**config.mk**
```make
export PLATFORM = sky130hd
export DESIGN_NAME = symbiface_mouse_sched
export DESIGN_NICKNAME = d
export VERILOG_FILES = /design/src/rtl/symbiface_pkg.sv /design/src/rtl/symbiface_sat_acc.sv /design/src/rtl/symbiface_mouse_sched.sv
export SDC_FILE = /design/constraint.sdc
export NUM_CORES = 1
export LEC_CHECK = 0
export CAP_MARGIN = 5
export CELL_PAD_IN_SITES_DETAIL_PLACEMENT = 2
export CELL_PAD_IN_SITES_GLOBAL_PLACEMENT = 2
export CORE_MARGIN = 5
export CORE_UTILIZATION = 38
export CTS_BUF_LIST = sky130_fd_sc_hd__clkbuf_4
export DETAILED_ROUTE_END_ITERATION = 7
export PLACE_DENSITY = 0.95
export REMOVE_ABC_BUFFERS = 1
export SYNTH_ARGS = -nofsm -noshare
export SYNTH_HDL_FRONTEND = slang
export SYNTH_HIERARCHICAL = 1
export SYNTH_SLANG_ARGS = --single-unit
```
**constraint.sdc**
```tcl
create_clock -name clk_sys -period 8 [get_ports clk_sys]
set_input_delay 1.2 -clock clk_sys [delete_from_list [all_inputs] [get_ports clk_sys]]
set_output_delay 1.2 -clock clk_sys [all_outputs]
set_load 0.1 [all_outputs]
```
**src/rtl/symbiface_pkg.sv**
```systemverilog
// Shared constants and types for the SYMBiFACE II mouse scheduler.
// Record tags, per-read movement clamp limits and the idle byte.
package symbiface_pkg;

  localparam logic [1:0] TAG_NONE = 2'b00;
  localparam logic [1:0] TAG_X    = 2'b01;
  localparam logic [1:0] TAG_Y    = 2'b10;
  localparam logic [1:0] TAG_BTN  = 2'b11;

  localparam int MOVE_MAX = 31;
  localparam int MOVE_MIN = -32;
  localparam int MOVE_W   = 6;
  localparam int DELTA_W  = 9;

  localparam logic [7:0] REC_IDLE = 8'hFF;

  typedef enum logic {
    AXIS_X = 1'b0,
    AXIS_Y = 1'b1
  } axis_e;

endpackage

```
**src/rtl/symbiface_sat_acc.sv**
```systemverilog
// One saturating signed motion accumulator: adds a 9-bit packet delta and
// subtracts the clamped amount just reported, saturating in a single cycle.
module symbiface_sat_acc
  import symbiface_pkg::*;
#(
  parameter int ACC_W = 10
) (
  input  logic                     clk_sys,
  input  logic                     reset,
  input  logic                     add_en,
  input  logic signed [DELTA_W-1:0] delta,
  input  logic                     drain_en,
  output logic signed [ACC_W-1:0]  acc,
  output logic signed [MOVE_W-1:0] m,
  output logic                     nonzero
);

  localparam int SUM_W = ACC_W + 1;
  localparam logic signed [SUM_W-1:0] ACC_MAX = SUM_W'((1 << (ACC_W - 1)) - 1);
  localparam logic signed [SUM_W-1:0] ACC_MIN = SUM_W'(-(1 << (ACC_W - 1)));
  localparam logic signed [ACC_W-1:0] M_MAX   = ACC_W'(MOVE_MAX);
  localparam logic signed [ACC_W-1:0] M_MIN   = ACC_W'(MOVE_MIN);

  logic signed [ACC_W-1:0] acc_q, acc_d;
  logic signed [SUM_W-1:0] acc_ext, m_ext, d_ext, sum;

  always_comb begin
    if (acc_q > M_MAX) begin
      m = MOVE_W'(MOVE_MAX);
    end else if (acc_q < M_MIN) begin
      m = MOVE_W'(MOVE_MIN);
    end else begin
      m = acc_q[MOVE_W-1:0];
    end
  end

  // One extra bit of headroom covers acc - m + delta for any operands.
  always_comb begin
    acc_ext = {acc_q[ACC_W-1], acc_q};
    m_ext   = drain_en ? {{(SUM_W - MOVE_W){m[MOVE_W-1]}}, m} : '0;
    d_ext   = add_en ? {{(SUM_W - DELTA_W){delta[DELTA_W-1]}}, delta} : '0;
    sum     = acc_ext - m_ext + d_ext;
    if (sum > ACC_MAX) begin
      acc_d = ACC_MAX[ACC_W-1:0];
    end else if (sum < ACC_MIN) begin
      acc_d = ACC_MIN[ACC_W-1:0];
    end else begin
      acc_d = sum[ACC_W-1:0];
    end
  end

  always_ff @(posedge clk_sys) begin
    if (reset) begin
      acc_q <= '0;
    end else begin
      acc_q <= acc_d;
    end
  end

  assign acc     = acc_q;
  assign nonzero = |acc_q;

endmodule

```
**src/rtl/symbiface_mouse_sched.sv**
```systemverilog
// Mouse motion accumulator and read scheduler: integrates PS/2 packets and
// drains button/axis state as tagged bytes on each CPU read edge.
module symbiface_mouse_sched
  import symbiface_pkg::*;
#(
  parameter int ACC_W = 10
) (
  input  logic        clk_sys,
  input  logic        reset,
  input  logic [24:0] ps2_mouse,
  input  logic        rd,
  output logic [7:0]  dout,
  output logic        pending
);

  logic        toggle_q;
  logic        rd_q;
  logic [2:0]  btn_cur_q, btn_cur_d;
  logic [2:0]  btn_rep_q, btn_rep_d;
  logic        btn_pend_q, btn_pend_d;
  axis_e       last_axis_q, last_axis_d;
  logic [7:0]  dout_q, dout_d;
  logic        pending_q, pending_d;

  logic                     pkt_valid, rd_edge, pick_y;
  logic                     drain_x, drain_y;
  logic signed [DELTA_W-1:0] dx, dy;
  logic [2:0]               pkt_btn;
  logic signed [ACC_W-1:0]  acc_x, acc_y;
  logic signed [MOVE_W-1:0] m_x, m_y;
  logic                     x_nz, y_nz;
  logic [7:0]               rec;
  logic                     unused_bits;

  assign pkt_valid   = ps2_mouse[24] ^ toggle_q;
  assign dx          = {ps2_mouse[4], ps2_mouse[15:8]};
  assign dy          = {ps2_mouse[5], ps2_mouse[23:16]};
  assign pkt_btn     = ps2_mouse[2:0];
  assign unused_bits = ^{ps2_mouse[7:6], ps2_mouse[3]};
  assign rd_edge     = rd & ~rd_q;
  // After an X record prefer Y, after a Y record prefer X.
  assign pick_y      = (last_axis_q == AXIS_X) ? y_nz : ~x_nz;

  symbiface_sat_acc #(.ACC_W(ACC_W)) u_acc_x (
    .clk_sys  (clk_sys),
    .reset    (reset),
    .add_en   (pkt_valid),
    .delta    (dx),
    .drain_en (drain_x),
    .acc      (acc_x),
    .m        (m_x),
    .nonzero  (x_nz)
  );

  symbiface_sat_acc #(.ACC_W(ACC_W)) u_acc_y (
    .clk_sys  (clk_sys),
    .reset    (reset),
    .add_en   (pkt_valid),
    .delta    (dy),
    .drain_en (drain_y),
    .acc      (acc_y),
    .m        (m_y),
    .nonzero  (y_nz)
  );

  always_comb begin
    btn_cur_d   = btn_cur_q;
    btn_rep_d   = btn_rep_q;
    btn_pend_d  = btn_pend_q;
    last_axis_d = last_axis_q;
    drain_x     = 1'b0;
    drain_y     = 1'b0;
    rec         = {TAG_NONE, 6'b000000};

    if (rd_edge) begin
      if (btn_pend_q) begin
        rec        = {TAG_BTN, 3'b000, btn_cur_q};
        btn_rep_d  = btn_cur_q;
        btn_pend_d = 1'b0;
      end else if (x_nz || y_nz) begin
        if (pick_y) begin
          rec     = {TAG_Y, m_y};
          drain_y = 1'b1;
        end else begin
          rec     = {TAG_X, m_x};
          drain_x = 1'b1;
        end
        last_axis_d = (last_axis_q == AXIS_X) ? AXIS_Y : AXIS_X;
      end
    end

    // Compared against the value reported this cycle, so a same-cycle read
    // followed by a change still re-arms the button record.
    if (pkt_valid) begin
      btn_cur_d = pkt_btn;
      if (pkt_btn != btn_rep_d) begin
        btn_pend_d = 1'b1;
      end
    end

    if (!rd) begin
      dout_d = REC_IDLE;
    end else if (rd_edge) begin
      dout_d = rec;
    end else begin
      dout_d = dout_q;
    end

    pending_d = btn_pend_q | (acc_x != '0) | (acc_y != '0);
  end

  always_ff @(posedge clk_sys) begin
    if (reset) begin
      toggle_q    <= ps2_mouse[24];
      rd_q        <= 1'b1;
      btn_cur_q   <= '0;
      btn_rep_q   <= '0;
      btn_pend_q  <= 1'b0;
      last_axis_q <= AXIS_X;
      dout_q      <= REC_IDLE;
      pending_q   <= 1'b0;
    end else begin
      toggle_q    <= ps2_mouse[24];
      rd_q        <= rd;
      btn_cur_q   <= btn_cur_d;
      btn_rep_q   <= btn_rep_d;
      btn_pend_q  <= btn_pend_d;
      last_axis_q <= last_axis_d;
      dout_q      <= dout_d;
      pending_q   <= pending_d;
    end
  end

  assign dout    = dout_q;
  assign pending = pending_q ^ (unused_bits & 1'b0);

endmodule

```
* Word level (Yosys, flattened, before mapping)
Cells that the tools add are included.
** Storage, ports and cells
- Register bits :: 39
- Bits of input ports :: 28
- Output and inout bits :: 9
- Logic and storage cells :: 72
** Operators by class
- Add/sub/neg operators :: 4
- Magnitude comparators :: 8
- Equality and inequality tests :: 1
- Muxes and demuxes :: 30
- Bitwise gates (word level) :: 8
- Reduce and logical (&&, ||, !) cells :: 9
** Operators by type and width (count)
- 2-to-1 mux 11 bit :: 4
- 2-to-1 mux 6 bit :: 4
- 2-to-1 mux 8 bit :: 3
- adder 11 bit :: 2
- > comparator 11 x 10 -> 1 bit (second input constant) :: 2
- less-than comparator 11 x 10 -> 1 bit (second input constant) :: 2
- subtractor 10 x 11 -> 11 bit :: 2
- > comparator 10 x 6 -> 1 bit (second input constant) :: 2
- less-than comparator 10 x 6 -> 1 bit (second input constant) :: 2
- 2-to-1 mux 10 bit :: 2
- nonzero test 10 bit :: 2
- OR reduction 10 bit :: 2
- 2-to-1 mux 9 bit :: 2
- 2-to-1 mux 1 bit :: 13
- 2-to-1 mux 3 bit :: 2
- OR reduction 2 bit :: 3
- inverter 1 bit :: 4
- != test 3 bit :: 1
- AND reduction 3 bit :: 1
- OR 1 bit :: 2
- AND 1 bit :: 1
- logical OR 1 bit :: 1
- bitwise XOR 1 bit :: 1

* Depth between registers and ports, before layout
Gate-level depths: netlist (run 1).
- Depth after elaboration :: 13
- Gate-level depth with buffers :: 19
- Depth with buffers taken out :: 18

* Hierarchy
Netlist (run 1), hierarchy kept.
** Modules (own cells, without submodules)
- symbiface_sat_acc at u_acc_x :: instances 1, cells each 172, area an instance 1357.6 sq um, seq. area each 200.2 sq um
- symbiface_sat_acc at u_acc_y :: instances 1, cells each 163, area an instance 1326.3 sq um, seq. area each 200.2 sq um
- symbiface_mouse_sched :: instances 1, cells each 103, area an instance 900.9 sq um, seq. area each 380.4 sq um

* Least setup slack after synthesis (run 1)
No wires, ideal clock.
- Path type :: in2reg
- From :: input rd
- To :: register u_acc_x.acc_q[2] (netlist: u_acc_x/acc[2])
- Library setup time :: 101 ps
- Arrival :: 4444 ps
- Required time :: 7899 ps
- Path slack :: 3455 ps
- Stages :: 16
- Buffers on the path :: 3
- Path through :: or3b_1 -> buf_2 -> nor3_4 -> nand2_1 -> inv_1 -> fa_1 -> inv_1 -> ha_1 -> buf_6 -> a211o_1 -> nor4b_2 -> a311oi_1 -> a211o_1 -> a21o_1 -> buf_6 -> o41ai_1
** On the way
- Word-level cells in the longest chain between the ends :: 8
- Elaborated cells on any way between the ends :: 9
- Those cells by class :: add/sub (2); order compare (2); mux (4); bitwise (1)
** RTL lines
- from (decl) :: line symbiface_mouse_sched.sv:11 : input logic rd,
- AND 1 bit (*) :: line symbiface_mouse_sched.sv:40 : assign rd_edge = rd & ~rd_q;
- 2-to-1 mux 1 bit (*) :: line symbiface_mouse_sched.sv:75 : if (rd_edge) begin
- net drain_x :: line symbiface_mouse_sched.sv:26 : logic drain_x, drain_y;
- 2-to-1 mux 11 bit (*) :: line symbiface_sat_acc.sv:40 : m_ext = drain_en ? {{(SUM_W - MOVE_W){m[MOVE_W-1]}}, m} : '0;
- subtractor 10 x 11 -> 11 bit (*) :: line symbiface_sat_acc.sv:42 : sum = acc_ext - m_ext + d_ext;
- adder 11 bit (*) :: line symbiface_sat_acc.sv:42
- less-than comparator 11 x 10 -> 1 bit :: line symbiface_sat_acc.sv:45 : end else if (sum < ACC_MIN) begin
- 2-to-1 mux 10 bit :: line symbiface_sat_acc.sv:45
- 2-to-1 mux 9 bit (*) :: line symbiface_sat_acc.sv:43 : if (sum > ACC_MAX) begin
- to (signal assigned) :: line symbiface_sat_acc.sv:54 : acc_q <= '0;
- to (signal assigned) :: line symbiface_sat_acc.sv:56 : acc_q <= acc_d;
- to (decl) :: line symbiface_sat_acc.sv:24 : logic signed [ACC_W-1:0] acc_q, acc_d;
Mark *: on every way through the listed nets, which the timed path passes. The rest lies on a longest branch.
A chain may end at the register's enable or synchronous reset.

* Final worst setup path (run 1)
- From :: input rd
- To :: register u_acc_y.acc_q[8] (netlist: u_acc_y/acc[8])
** On the way
- Word-level cells in the longest chain between the ends :: 8
- Elaborated cells on any way between the ends :: 9
- Those cells by class :: add/sub (2); order compare (2); mux (4); bitwise (1)
** RTL lines (line)
- AND 1 bit (*) :: symbiface_mouse_sched.sv:40
- 2-to-1 mux 1 bit (*) :: symbiface_mouse_sched.sv:75
- net drain_y :: symbiface_mouse_sched.sv:26
- 2-to-1 mux 11 bit (*) :: symbiface_sat_acc.sv:40
- subtractor 10 x 11 -> 11 bit (*) :: symbiface_sat_acc.sv:42
- adder 11 bit (*) :: symbiface_sat_acc.sv:42
- less-than comparator 11 x 10 -> 1 bit :: symbiface_sat_acc.sv:45
- 2-to-1 mux 10 bit :: symbiface_sat_acc.sv:45
- 2-to-1 mux 9 bit (*) :: symbiface_sat_acc.sv:43
- to (signal assigned) :: symbiface_sat_acc.sv:54
- to (signal assigned) :: symbiface_sat_acc.sv:56
- to (decl) :: symbiface_sat_acc.sv:24
Marked as above.

==> results of run 1 <==
registers in the layout (all words and copies together) (netlist names):
signal       count
toggle_q         1
btn_pend_q       1
dout             8
u_acc_y/acc     10
btn_rep_q        3
last_axis_q      1
rd_q             1
u_acc_x/acc     10
btn_cur_q        3
pending          1
where the power goes:
| group | leakage [nW] | total, mW | internal, mW | switching (mW) |
|---|---|---|---|---|
| clock network | 0.0361 | 0.110 | 0.0412 | 0.0688 |
| logic | 1.40 | 1.45 | 0.547 | 0.902 |
| registers | 0.323 | 0.329 | 0.256 | 0.0723 |
final timing paths:
path | from | end | slack, ns | depth (start not counted)
max | rd | u_acc_y/acc[8]$_SDFF_PP0_ | 2.56 | 13
min | btn_cur_q[0]$_SDFFE_PP0N_ | btn_cur_q[0]$_SDFFE_PP0N_ | 0.53 | 2
max reg2reg | u_acc_x/acc[9]$_SDFF_PP0_ | u_acc_y/acc[8]$_SDFF_PP0_ | 3.21 | 14
min reg2reg | btn_cur_q[0]$_SDFFE_PP0N_ | btn_cur_q[0]$_SDFFE_PP0N_ | 0.53 | 2
placed cells by master (no fill, tap or decap), types with 8 or more instances in the layout:
master           netlist  routed
a21oi_1               18      18
and2_1                11      11
clkdlybuf4s50_1        0      33
dfxtp_1               39      39
fa_1                  20      20
ha_1                  22      22
inv_1                 68      68
nand2_1               48      48
nor2_1                23      23
nor2b_1                8       8
o21ai_0                9       9
o22ai_1               14      14
o31ai_1               15      15
xnor2_1               10      10
cells by family after synthesis:
logic type | Yosys count | synth area share, %
multiplexers | 2 | 0.558
adder cells (fa/ha/maj) | 42 | 18.8
XOR/XNOR | 17 | 4.36
flip-flops | 39 | 21.8
AO/OA/AOI/OAI | 120 | 25.0
AND/OR/NAND/NOR | 135 | 20.1
buffers and inverters | 83 | 9.39
tightest hold or removal path, delay by kind of cell (launching register included):
kind,cells,cell delay (ns)
DFF,1,0.36
and+or+nand+nor,1,0.07
AOI/OAI and AO/OA,1,0.06
routing by layer:
layer	vias up	global-route usage [%]
li1	1571	-
met1	1713	27.4
met2	95	43.2
met3	34	2.71
met4	0	7.49
met5	-	0
area by class of cell:
cell class                 count  area (um^2)  share of cell area, %
multi-input combinational    316         2470                   60.8
clock inverter                 1         5.00                  0.123
clock buffer                   7         52.6                   1.29
timing repair buffer          34          338                   8.32
sequential                    39          781                   19.2
tap                          129          161                   3.98
inverter                      68          255                   6.29
==> out/qor.yml, run 1 <==
final_layout:
  final_area_um2: 4060
  n_antenna_cell: 0
  fin_nets: 534
  fillers: 1066
  instances_no_fill: 594
  area_delta_synth_final_pct: 13.3
  drive_gt1_share_pct: 6.24
  fin_util_pct: 43.9
setup_path:
  critPathTopFamily: "compound AO/OA/AOI/OAI gates"
  start_kind: "input pin"
  crit_required_ns: 8.22
  critPathBufInv: 3
  cp_slowest_cell: "clkdlybuf4s50_1"
  crit_type: "input pin to register"
  cp_max_fo: 12
  endpoint_kind: "register"
  cpMostUsedCell: "inv_1"
  timing.critical_path.cells: "clkdlybuf4s50_1, or3b_1, nor3b_4, nand2_1, inv_1, fa_1, inv_1, ha_1, a21o_1, a211o_1, o31a_1, a21oi_4, o21ai_1"
  crit_arrival_ns: 5.66
  slowest_delay_ns: 0.58
floorplanning:
  design.core.area_um2: 9240
  start_util_pct: 38.8
  core.rowCount: 35
  die_h_um: 107
  dieWidth_um: 107
  ios: 37
  die-area_um2: 11500
placed_design:
  pre_cts_ws_ns: 2.33
  globalplace.congestion: 0.831
  dp_cells: 586
  placed_area_um2: 4000
  io_buffers: 33
  hpwl_um: 9630
clock_tree:
  clock_path_buffers: 2
  hold_buffers: 0
  cts_setup_buffers: 0
  cts_sinks: 39
  clk_pin_slew_worst_paths_ns: 0.12
  clk_latency_ns: 0.35
  htree_num_levels: 2
  cts-buffers-inserted: 5
  cts_root_buf: "clkbuf_4"
  cts.repair.resized: 0
  cts_tree: "yes"
global_routing:
  grtUsageTotal_pct: 23.2
  grt_first_pass_wirelength_um: 21100
  first_global_vias: 3886
  antenna_found_initial: 0
  grt_max_degree: 32
  grt.overflow.total: 0
route:
  drt_first_pass_iters: 4
  routed_wl_um: 12900
  avgRoutedWirePerCell_um: 21.7
  highest_layer: "met4"
  met1_length_um: 5250
  drt_iter0_drc: 149
  routed_via_density: 5.75
  drc: 0
  num_vias: 3413
  met2_length_um: 6800
  wl_met3_um: 468
  drtAntennaViolNets: 0
timing:
  timing.final.crit_share_pct: 68.0
  min_period_ns: 5.44
  fin_skew_ns: 0.0154
  final-setup-viol-count: 0
  fin_ws_ns: 2.56
  fin_tns_setup_ns: 0
  hold_violations: 0
  hold_slack_ns: 0.531
  worstMarginPinSlew_ns: 0.987
  max_freq_mhz: 184
  rsz0062_at_grt: "false"
  slew_headroom_pct: 34.0
  drv_slew: 0
run_status:
  outcome: "complete, no violations"
run:
  cap_violations: 0
synth:
  synth.avg_cell_area_um2: 8.18
  ys_async_sr_fraction_pct: 0
  synth.top_cells.by_count: "68 x inv_1, 48 x nand2_1, 39 x dfxtp_1"
  synthMostInstantiatedCell: "inv_1"
  synth_flop_cell: "dfxtp_1"
  ys_warn_count: 6
  synth_edf_count: 0
  syn-instance-count: 438
  synth_area_um2: 3580
  synth_top_area_cell: "dfxtp_1"
  yosys-top-cells-area: "dfxtp_1 22%, fa_1 11%, ha_1 7.7%"
  seq_area_frac_synth_pct: 21.8
  synth-seq-cells: 39
  synth.top_cell.area_share_pct: 21.8
  ys_types: 66
pwr:
  p_total_mw: 1.89
  p_leak_nw: 1.76
  ir_worst_vdd_mv: 0.147
  p_per_area_nw_per_um2: 465
min_path:
  holdCritPathClass: "register to register"
No activity file was read; power rests on OpenSTA's default activity.
==> run 2: changes to the inputs <==
Settings changed: CORE_UTILIZATION 38 to 36, PLACE_DENSITY 0.95 to 0.93.
Clock period 8 ns to 5.24 ns, I/O delays scaled along.
==> run 2 against run 1 <==
Total power up 55%; global-route usage decreased by 1.6 points; sequential power is 51% higher; critical path depth grew 1; first-iteration DRC count is 8.7% higher; routed wire length down 2.7%; clock power grew 89%; largest cell class unchanged; clock skew increased by 0.0017 ns; utilization fell by 1.7 points; via count fell by 0.38%.
==> out/qor.yml, run 2 (synthesis gave the netlist of run 1 again) <==
final_layout:
  final_cell_mix: "68 x inv_1, 48 x nand2_1, 39 x dfxtp_1, 33 x clkdlybuf4s50_1, 23 x nor2_1"
  final_common_cell: "inv_1"
  area_delta_synth_final_pct: 14.6
  fin_nets: 537  # +0.56%
  n_antenna_cell: 0  # unchanged
  fillers: 1093  # +2.5%
  final_area_um2: 4110  # +1.1%
  drive_gt1_share_pct: 6.62  # +0.39 points
floorplanning:
  die-area_um2: 12100  # +5.0%
  ios: 37  # unchanged
  start_util_pct: 36.8  # -2.0 points
  dieWidth_um: 110  # +2.5%
  die_h_um: 110  # +2.5%
  core.rowCount: 36  # +2.9%
  design.core.area_um2: 9730  # +5.3%
clock_tree:
  clk_latency_ns: 0.36  # about the same
  cts_tree: "yes"
  hold_buffers: 0  # unchanged
  clock_path_buffers: 2  # unchanged
  cts_sinks: 39  # unchanged
  cts-buffers-inserted: 5  # unchanged
  cts.repair.resized: 0  # unchanged
  cts_setup_buffers: 0  # unchanged
  clk_pin_slew_worst_paths_ns: 0.14  # +0.02 ns
  htree_num_levels: 2  # unchanged
  cts_root_buf: "clkbuf_4"
setup_path:
  slowest_delay_ns: 0.52  # -0.06 ns
  timing.critical_path.cells: "clkdlybuf4s50_1, or3b_1, nor3_4, nand2_1, inv_1, fa_1, inv_1, ha_1, a211oi_1, a21boi_1, a311oi_1, a211o_1, a21o_1, o31ai_1"
  crit_arrival_ns: 5.07  # -0.59 ns
  cp_slowest_cell: "clkdlybuf4s50_1"
  critPathBufInv: 3  # unchanged
  critPathTopFamily: "compound AO/OA/AOI/OAI gates"
  cp_max_fo: 9  # -3
  endpoint_kind: "register"
  cpMostUsedCell: "inv_1"
  crit_type: "input pin to register"
  start_kind: "input pin"
  crit_required_ns: 5.47  # -2.75 ns
timing:
  fin_tns_setup_ns: 0  # unchanged
  max_freq_mhz: 206
  hold_violations: 0  # unchanged
  worstMarginPinSlew_ns: 0.982  # -0.00508 ns
  drv_slew: 0  # unchanged
  fin_skew_ns: 0.0171  # +0.00172 ns
  final-setup-viol-count: 0  # unchanged
  rsz0062_at_grt: "false"
  min_period_ns: 4.85
  timing.final.crit_share_pct: 92.5
  slew_headroom_pct: 34.4  # +0.34 points
pwr:
  ir_worst_vdd_mv: 0.231  # +57%
  p_per_area_nw_per_um2: 711  # +53%
  p_leak_nw: 1.79  # +1.2%
placed_design:
  io_buffers: 33  # unchanged
  globalplace.congestion: 0.833  # +0.30%
  placed_area_um2: 4030  # +0.69%
  hpwl_um: 9840  # +2.2%
run:
  cap_violations: 0  # unchanged
route:
  drt_iter0_drc: 162  # +8.7%
  num_vias: 3400  # -0.38%
  drt_first_pass_iters: 4  # unchanged
  drtAntennaViolNets: 0  # unchanged
  routed_via_density: 5.66  # -1.5%
  avgRoutedWirePerCell_um: 20.9  # -3.9%
  routed_wl_um: 12600  # -2.7%
  drc: 0  # unchanged
global_routing:
  grt.overflow.total: 0  # unchanged
  first_global_vias: 3903  # +0.44%
  grt_max_degree: 32  # unchanged
  grt_first_pass_wirelength_um: 20200  # -4.0%
  antenna_found_initial: 0  # unchanged
  grtUsageTotal_pct: 21.6  # -1.6 points
run_status:
  outcome: "complete, no violations"
min_path:
  holdCritPathClass: "register to register"
==> run 2: per-stage QoR <==
stage	utilization (%)	std cells	total power [mW]	setup slack, ns	hold slack [ns]
2_1_floorplan	-	423	2.07	1.16	0.434
3_3_place_gp	41.4	593	2.43	0.314	0.451
3_5_place_dp	41.4	593	2.64	0.0611	0.474
4_1_cts	42.2	601	2.91	0.401	0.491
5_1_grt	42.2	601	3.13	0.175	0.517
6_report	42.2	601	2.92	0.392	0.487
==> run 2: where the power goes <==
group	leakage, nW	switching (mW)	internal [mW]
sequential	0.323	0.105	0.391
combinational	1.42	1.38	0.835
clock	0.0426	0.110	0.0982
==> run 2: layout make-up <==
cell class,instances,area [um^2],share of cell area (%)
repair buffers,37,360,8.78
well taps,133,166,4.05
clock inverters,3,38.8,0.945
flip-flops and latches,39,781,19.0
clock buffers,5,37.5,0.914
inverters,68,255,6.22
multi-input cells,316,2470,60.1
==> run 2: final timing paths <==
kind                            depth (start not counted)                      start  slack (ns)                         to
worst min register to register                          2  btn_cur_q[2]$_SDFFE_PP0N_        0.49  btn_cur_q[2]$_SDFFE_PP0N_
worst max register to register                         15  u_acc_y/acc[9]$_SDFF_PP0_        0.45  u_acc_x/acc[8]$_SDFF_PP0_
worst min-delay path                                    2  btn_cur_q[2]$_SDFFE_PP0N_        0.49  btn_cur_q[2]$_SDFFE_PP0N_
worst max-delay path                                   14                         rd        0.39  u_acc_x/acc[8]$_SDFF_PP0_
==> run 2: routing by layer <==
layer	share of wire [%]	track usage, %	vias up
met1	40	24.3	1718
met5	0	0	-
li1	-	-	1575
met2	54	40.9	77
met4	3.1	8.46	0
met3	3.0	2.64	30
==> run 2: worst reg2reg max path, cell delays in order (launching register included) <==
cell and delay, ns:
dfxtp_1 0.51, nor4_1 0.49, nand4_1 0.25, nor2b_1 0.24, nor3_4 0.24, nand2_1 0.17
inv_1 0.28, fa_1 0.47, inv_1 0.07, ha_1 0.32, a211oi_1 0.40, a21boi_1 0.14
a311oi_1 0.42, a211o_1 0.20, a21o_1 0.35, o31ai_1 0.14
